**src/rtl/dtc_share_sched.sv**
```systemverilog
`default_nettype none
// ============================================================================
// Module      : dtc_share_sched
// Description : Shares one decision-tree classifier core between NREQ
//               requesters. A round-robin arbiter picks a requester, its
//               feature byte is held on the core input for CLS_LAT cycles,
//               and the class code is returned with the requester id over a
//               valid/ready response port.
// Revision    : 1.0 - initial release
// ============================================================================
module dtc_share_sched #(
  parameter int NREQ    = 4,
  parameter int CLS_LAT = 1,
  parameter int IDW     = 2
) (
  input  logic              clk,
  input  logic              rst,
  input  logic [NREQ-1:0]   req_valid,
  output logic [NREQ-1:0]   req_ready,
  input  logic [NREQ*8-1:0] req_data,
  output logic [7:0]        cls_inp,
  input  logic [6:0]        cls_outp,
  output logic              rsp_valid,
  input  logic              rsp_ready,
  output logic [IDW-1:0]    rsp_id,
  output logic [6:0]        rsp_data,
  output logic              busy
);

  localparam int C_CNTW = (CLS_LAT > 1) ? $clog2(CLS_LAT) : 1;

  typedef enum logic [1:0] {
    S_IDLE = 2'd0,
    S_HOLD = 2'd1,
    S_RESP = 2'd2
  } state_t;

  state_t            r_state;
  logic [IDW-1:0]    r_rr_ptr;
  logic [IDW-1:0]    r_id;
  logic [C_CNTW-1:0] r_cnt;
  logic [7:0]        r_cls_inp;
  logic              r_rsp_valid;
  logic [IDW-1:0]    r_rsp_id;
  logic [6:0]        r_rsp_data;

  logic              w_found;
  logic [IDW-1:0]    w_gnt;
  logic [IDW:0]      w_idx;

  // Priority search starting one past the last grant, wrapping modulo NREQ;
  // the extra top bit of w_idx absorbs the carry before the wrap subtract.
  always_comb begin
    w_found = 1'b0;
    w_gnt   = '0;
    w_idx   = '0;
    for (int k = 1; k <= NREQ; k++) begin
      w_idx = {1'b0, r_rr_ptr} + (IDW+1)'(k);
      if (w_idx >= (IDW+1)'(NREQ)) begin
        w_idx = w_idx - (IDW+1)'(NREQ);
      end
      if (!w_found && req_valid[w_idx[IDW-1:0]]) begin
        w_found = 1'b1;
        w_gnt   = w_idx[IDW-1:0];
      end
    end
  end

  // One-hot accept toward the winner, only while idle and out of reset.
  always_comb begin
    req_ready = '0;
    if (r_state == S_IDLE && w_found && !rst) begin
      req_ready = NREQ'(1) << w_gnt;
    end
  end

  // Control FSM: accept, hold the core input, capture, then present result.
  always_ff @(posedge clk) begin
    if (rst) begin
      r_state     <= S_IDLE;
      r_rr_ptr    <= IDW'(NREQ - 1);
      r_id        <= '0;
      r_cnt       <= '0;
      r_cls_inp   <= '0;
      r_rsp_valid <= 1'b0;
      r_rsp_id    <= '0;
      r_rsp_data  <= '0;
    end else begin
      case (r_state)
        S_IDLE: begin
          if (w_found) begin
            r_cls_inp <= req_data[8*w_gnt +: 8];
            r_id      <= w_gnt;
            r_rr_ptr  <= w_gnt;
            r_cnt     <= C_CNTW'(CLS_LAT - 1);
            r_state   <= S_HOLD;
          end
        end
        S_HOLD: begin
          if (r_cnt == '0) begin
            r_rsp_data  <= cls_outp;
            r_rsp_id    <= r_id;
            r_rsp_valid <= 1'b1;
            r_state     <= S_RESP;
          end else begin
            r_cnt <= r_cnt - C_CNTW'(1);
          end
        end
        S_RESP: begin
          if (rsp_ready) begin
            r_rsp_valid <= 1'b0;
            r_state     <= S_IDLE;
          end
        end
        default: r_state <= S_IDLE;
      endcase
    end
  end

  assign cls_inp   = r_cls_inp;
  assign rsp_valid = r_rsp_valid;
  assign rsp_id    = r_rsp_id;
  assign rsp_data  = r_rsp_data;
  assign busy      = (r_state != S_IDLE);

endmodule
`default_nettype wire

```
**config.mk**
```make
export PLATFORM = sky130hd
export DESIGN_NAME = dtc_share_sched
export DESIGN_NICKNAME = d
export VERILOG_FILES = /design/src/rtl/dtc_share_sched.sv
export SDC_FILE = /design/constraint.sdc
export NUM_CORES = 1
export LEC_CHECK = 0
export CORE_ASPECT_RATIO = 0.7
export CORE_MARGIN = 5
export CORE_UTILIZATION = 36
export CTS_CLUSTER_DIAMETER = 50
export DETAILED_ROUTE_END_ITERATION = 8
export HOLD_SLACK_MARGIN = 0.12
export PLACE_DENSITY = 0.75
export SLEW_MARGIN = 20
export SYNTH_ARGS = -nofsm -noshare
export SYNTH_HDL_FRONTEND = slang
export SYNTH_SLANG_ARGS = --single-unit
```
**constraint.sdc**
```tcl
create_clock -name clk -period 1.5 [get_ports clk]
set_input_delay 0.15 -clock clk [delete_from_list [all_inputs] [get_ports clk]]
set_output_delay 0.15 -clock clk [all_outputs]
set_load 0.05 [all_outputs]
```
**Word level (Yosys, flattened, before mapping)**

Cells that the tools add are included.

- Magnitude comparators: 8
- Mux-type cells: 31
- Eq/ne operators: 5
- $mul: 0
- Divide/modulo/power cells: 0
- Reduce and logical (&&, ||, !) cells: 18
- Add/subtract/negate cells: 9
- Shifts and indexed selects: 2
- Bitwise operators: 1

Operators by type and width:

| operator | count |
|---|---|
| $shiftx 32x6->8 | 1 |
| $mux 2 | 11 |
| $ge 3x3->1 const B | 4 |
| $lt 2x3->1 const B | 4 |
| $mux 1 | 12 |
| $bmux 1 s2 | 4 |
| $sub 2x1->2 const B | 4 |
| $add 2x2->3 const B | 2 |
| $ne 2x2->1 const B | 3 |
| $pmux 2 s3 | 1 |
| $reduce_and 2->1 | 3 |
| $reduce_and 3->1 | 2 |
| $reduce_bool 2->1 | 3 |
| $logic_and 1x1->1 | 5 |
| $logic_not 1->1 | 4 |
| $mux 4 | 1 |
| $pmux 1 s2 | 2 |
| $shl 1x2->4 const A | 1 |
| $add 2x1->3 const B | 1 |
| $add 2x3->3 const B | 1 |
| $eq 2x1->1 const B | 1 |
| $eq 2x2->1 const B | 1 |
| $logic_not 2->1 | 1 |
| $not 1->1 | 1 |
| $sub 1x1->1 const B | 1 |

- Input bits: 46
- Flip-flop bits (word level): 25
- Memories: 0
- Output and inout bits: 23
- ROM bits: 0
- Bits in latches: 0
- RAM bits: 0
- Word-level logic and storage cells: 82

**Longest topological paths before layout**

Gate-level depths: netlist of run 1.

- Word-level depth: 18
- Gate-level depth with buffers: 7
- Gate-level depth less buffers: 5

**Worst setup path after synthesis of run 1**

OpenSTA, ideal clock, no wires.

- Kind: reg2out
- Start: register r_state[0]
- End: output port req_ready[0]
- Arrival time: 2.121 ns
- Data required time: 1.350 ns
- Buffers on the path: 0
- Setup slack: -0.771 ns
- Cell stages (with the launch flop): 5
- Cell sequence: dfxtp_1 or2_1 a21o_2 nor3b_4 nor2b_1

- Longest elaborated chain between the ends: 4

RTL lines:

| item | RTL line | text |
|---|---|---|
| start: declaration | 38 | `state_t r_state;` |
| start signal: assignment | 80 | `r_state <= S_IDLE;` |
| start signal: assignment | 96 | `r_state <= S_HOLD;` |
| start signal: assignment | 104 | `r_state <= S_RESP;` |
| $logic_not 2->1 | 72 | `if (r_state == S_IDLE && w_found && !rst) begin` |
| $logic_and 1x1->1 (2 in a row) | 72 |  |
| $mux 4 | 72 |  |
| end: declaration | 19 | `output logic [NREQ-1:0] req_ready,` |

Every way passes these cells.

**Final worst setup path of run 1**

Ends and elaborated chain as after synthesis.

==> flow_summary.json, run 1 <==
{
  "ys.warnings.count": 0,
  "hp-class": "in -> reg",
  "synth_cell_types": 36,
  "syn_to_final_growth_pct": 79.91,
  "layout_worst_path_cycle_share_pct": 116.6,
  "synth-seq-cells": 24,
  "crit_buf_inv": 1,
  "worst-r2r-cell-count": 7,
  "tightest_slew_ns": 0.6334,
  "total_cell_area_at_the_placement_stage_um2": 2200,
  "failed_checks": "setup timing",
  "cts_made_buffers": 3,
  "drive_gt1_share_pct": 33.86,
  "worst_slew_margin_rel_pct": 57.61,
  "grt_antenna_before_repair": 0,
  "clkTransAtPathRegs_ns": 0.08,
  "synthesized_area_divided_by_synthesized_cell_count_um2": 8.012,
  "number_of_global_route_vias_before_repair": 1354,
  "critical-path-top-delay-family": "simple AND/OR/NAND/NOR gates",
  "fin_area_um2": 2465,
  "cts_hold_fix_bufs": 0,
  "io_buffer_count": 68,
  "drv.max_cap_violation_count": 0,
  "grtUsageMet1_pct": 18.69,
  "grt-busiest-layer": "met2",
  "nFillCells": 308,
  "use_met2_pct": 26.16,
  "leading_cell_types_in_the_layout_fill_and_taps_excluded": "sky130_fd_sc_hd__clkdlybuf4s50_1, sky130_fd_sc_hd__buf_4, sky130_fd_sc_hd__nand2_1",
  "width_of_the_chip_um": 83.74,
  "ioPinCount": 69,
  "cts_max_level": 1,
  "final.min_clock_period_ns": 1.749,
  "layout_setup_ws_ns": -0.2492,
  "bufs_on_longest_clock_path": 2,
  "hp-start": "cls_outp[1]",
  "avgRoutedWirePerCell_um": 14.64,
  "powerDensity_nw_per_um2": 1006,
  "vias_per_cell": 4.816,
  "total_global_route_track_usage_pct": 14.81,
  "power.ir.vdd_worst_v": 0.0005269,
  "initial_utilization_pct": 38.02,
  "totalWireLength_mm": 4.451,
  "post_place_setup_slack_ns": -0.3408,
  "grt_overflow": 0,
  "grt_start_max_net_pins": 34,
  "grt_use_met3_pct": 4.144,
  "regToRegSetupSlack_ns": -0.16,
  "synth_seq_area_share_pct": 35.07,
  "required_time_at_the_endpoint_of_the_critical_path_ns": 1.35,
  "diodes": 0,
  "drt_pass1_iterations": 4,
  "slew_violations": 0,
  "drtAntennaViolNets": 0,
  "crit_path_start_kind": "flip-flop",
  "mappedNetlistArea_um2": 1370,
  "cp_data_arrival_time_ns": 1.60,
  "result_of_the_run": "finished, violations left",
  "final_replace_weighted_congestion": 0.8179,
  "final_common_cell": "sky130_fd_sc_hd__clkdlybuf4s50_1",
  "chip_height_um": 61.62,
  "whs_path_depth": 3,
  "cp_slowest_stage_delay_ns": 0.33,
  "vias": 1464,
  "worstPathCellList": "or2_4 -> a21o_4 -> nor3b_4 -> nor2b_4 -> buf_12",
  "postSynthNetCount": 217,
  "fin_tns_setup_ns": -2.294,
  "max_freq_ghz": 0.5717,
  "rsz_0062_raised_after_global_routing": "yes",
  "worst-setup-path-type": "reg -> out",
  "drc": 0,
  "crit_start": "r_state[0]",
  "die_area_um2": 5159,
  "min_delay_worst_endpoint": "rsp_data[1]",
  "cts_tree": "done",
  "dpl.hpwl_mm": 3.125,
  "setup-violations-final": 14,
  "num-nets-final": 301,
  "netlist_instances": 171,
  "core_area_um2": 3603,
  "static-leakage-power_nw": 1.069,
  "reg2reg_from": "r_rr_ptr[1]",
  "placement_rows": 18,
  "critical_path.reg2reg.endpoint": "cls_inp[0]",
  "slowest_stage": "sky130_fd_sc_hd__dfxtp_2",
  "root_buffer": "sky130_fd_sc_hd__clkbuf_8",
  "wire_length_of_the_first_global_routing_pass_mm": 6.127,
  "drt_iter0_drc": 75,
  "final-hold-violation-count": 0,
  "timing.critical_path.fanout_max": 3,
  "cp-end-kind": "primary output",
  "insertion_delay_to_the_later_sink_of_the_worst_skew_pair_ns": 0.26,
  "cts_num_sinks": 24,
  "clock-skew-final_ns": 0.001576
}
[cell usage after synthesis, drive strengths merged]
library cell / count / area (um^2)
nand2: 29 / 108.9
dfxtp: 24 / 480.5
a21boi: 16 / 120.1
and3: 16 / 105.1
o21ai: 16 / 80.08
a21oi: 13 / 65.06
nand3: 8 / 40.04
nor2: 8 / 30.03
buf: 6 / 57.55
clkbuf: 5 / 32.53
inv: 4 / 15.01
nor2b: 4 / 25.02
nor3: 3 / 26.28
a21o: 2 / 17.52
and2: 2 / 12.51
nand2b: 2 / 12.51
nor3b: 2 / 26.28
a211o: 1 / 10.01
a22oi: 1 / 7.510
a31o: 1 / 8.760
a31oi: 1 / 6.260
a32oi: 1 / 27.53
mux2: 1 / 15.01
nand3b: 1 / 7.510
o211a: 1 / 10.01
o21bai: 1 / 7.510
or2: 1 / 6.260
or3b: 1 / 8.760
[cells by family (layout without fill, tap and decap cells)]
family	count (synthesis)	after routing	synth area share, %
compound gates	54	54	26.30
buf+inv	15	98	7.670
flops	24	24	35.07
mux	1	1	1.096
simple gates	77	77	29.86
[worst max-delay path by stage]
| stage | end | slack (ns) | cells after the start |
|---|---|---|---|
| after floorplan | req_ready[0] | -0.21 | 4 |
| after global placement | cls_inp[0] | -0.33 | 7 |
| after detailed placement | cls_inp[0] | -0.34 | 7 |
| after CTS | req_ready[0] | -0.26 | 5 |
| after global routing | req_ready[0] | -0.33 | 5 |
| final | req_ready[0] | -0.25 | 5 |
[worst register-to-register path, delay by kind of cell (launching register included)]
kind | cells | cell delay, ns
simple gates | 1 | 0.07
flops | 1 | 0.39
buf+inv | 2 | 0.36
mux | 1 | 0.31
compound gates | 3 | 0.41
[cell type report]
cell class | count | area (um^2) | area share (%)
Clock inverter | 1 | 30.03 | 1.218
Inverter | 4 | 15.01 | 0.6091
Sequential cell | 24 | 486.7 | 19.75
Tap cell | 50 | 62.56 | 2.538
Multi-Input combinational cell | 132 | 900.9 | 36.55
Timing Repair Buffer | 90 | 928.4 | 37.67
Clock buffer | 3 | 41.29 | 1.675
[where the power goes]
group	internal, W	switching (W)	leakage (nW)
registers	0.000720	0.0000493	0.198
clock network	0.000356	0.000199	0.0357
logic	0.000551	0.000604	0.835
[timing repair]
item | 4_1_cts | 5_1_grt
gates cloned | 0 | 4
setup endpoints to repair | 14 | 14
setup buffers | 1 | 0
gates resized for setup | 8 | 19
pin swaps | 5 | 24
endpoints found under the hold margin | 0 | 0
[per-layer routing]
| metal | part of all wire, % | up-vias | wire length, um |
|---|---|---|---|
| li1 | - | 762 | - |
| met1 | 47 | 669 | 2091 |
| met2 | 48 | 27 | 2118 |
| met3 | 4.2 | 6 | 185 |
| met4 | 1.3 | 0 | 56 |
| met5 | 0 | - | 0 |
[metrics by stage]
step | util (%) | power [W] | std cells | hold slack [ns]
global route | 68.40 | 0.002598 | 304 | 0.4292
finish | 68.40 | 0.002479 | 304 | 0.4295
floorplan | - | 0.001413 | 171 | 0.2852
detailed placement | 61.04 | 0.001795 | 295 | 0.4448
CTS | 64.13 | 0.002375 | 300 | 0.4243
global placement | 61.04 | 0.001782 | 295 | 0.4412
[flip-flops by register name (all words and copies together), names as in the netlist]
name       flops
cls_inp        8
r_id           2
r_rr_ptr       2
r_state        2
rsp_data       7
rsp_id         2
rsp_valid      1
Note: power is estimated with default switching activity, not from simulation.
==> inputs of run 2 (changes only) <==
--- a/config.mk
+++ b/config.mk
@@ -12,7 +12,6 @@
 export DETAILED_ROUTE_END_ITERATION = 8
 export HOLD_SLACK_MARGIN = 0.12
 export PLACE_DENSITY = 0.75
-export SLEW_MARGIN = 20
 export SYNTH_ARGS = -nofsm -noshare
 export SYNTH_HDL_FRONTEND = slang
 export SYNTH_SLANG_ARGS = --single-unit
==> results of run 2 <==
No change in the layout: final DEF, timing and power equal those of run 1.
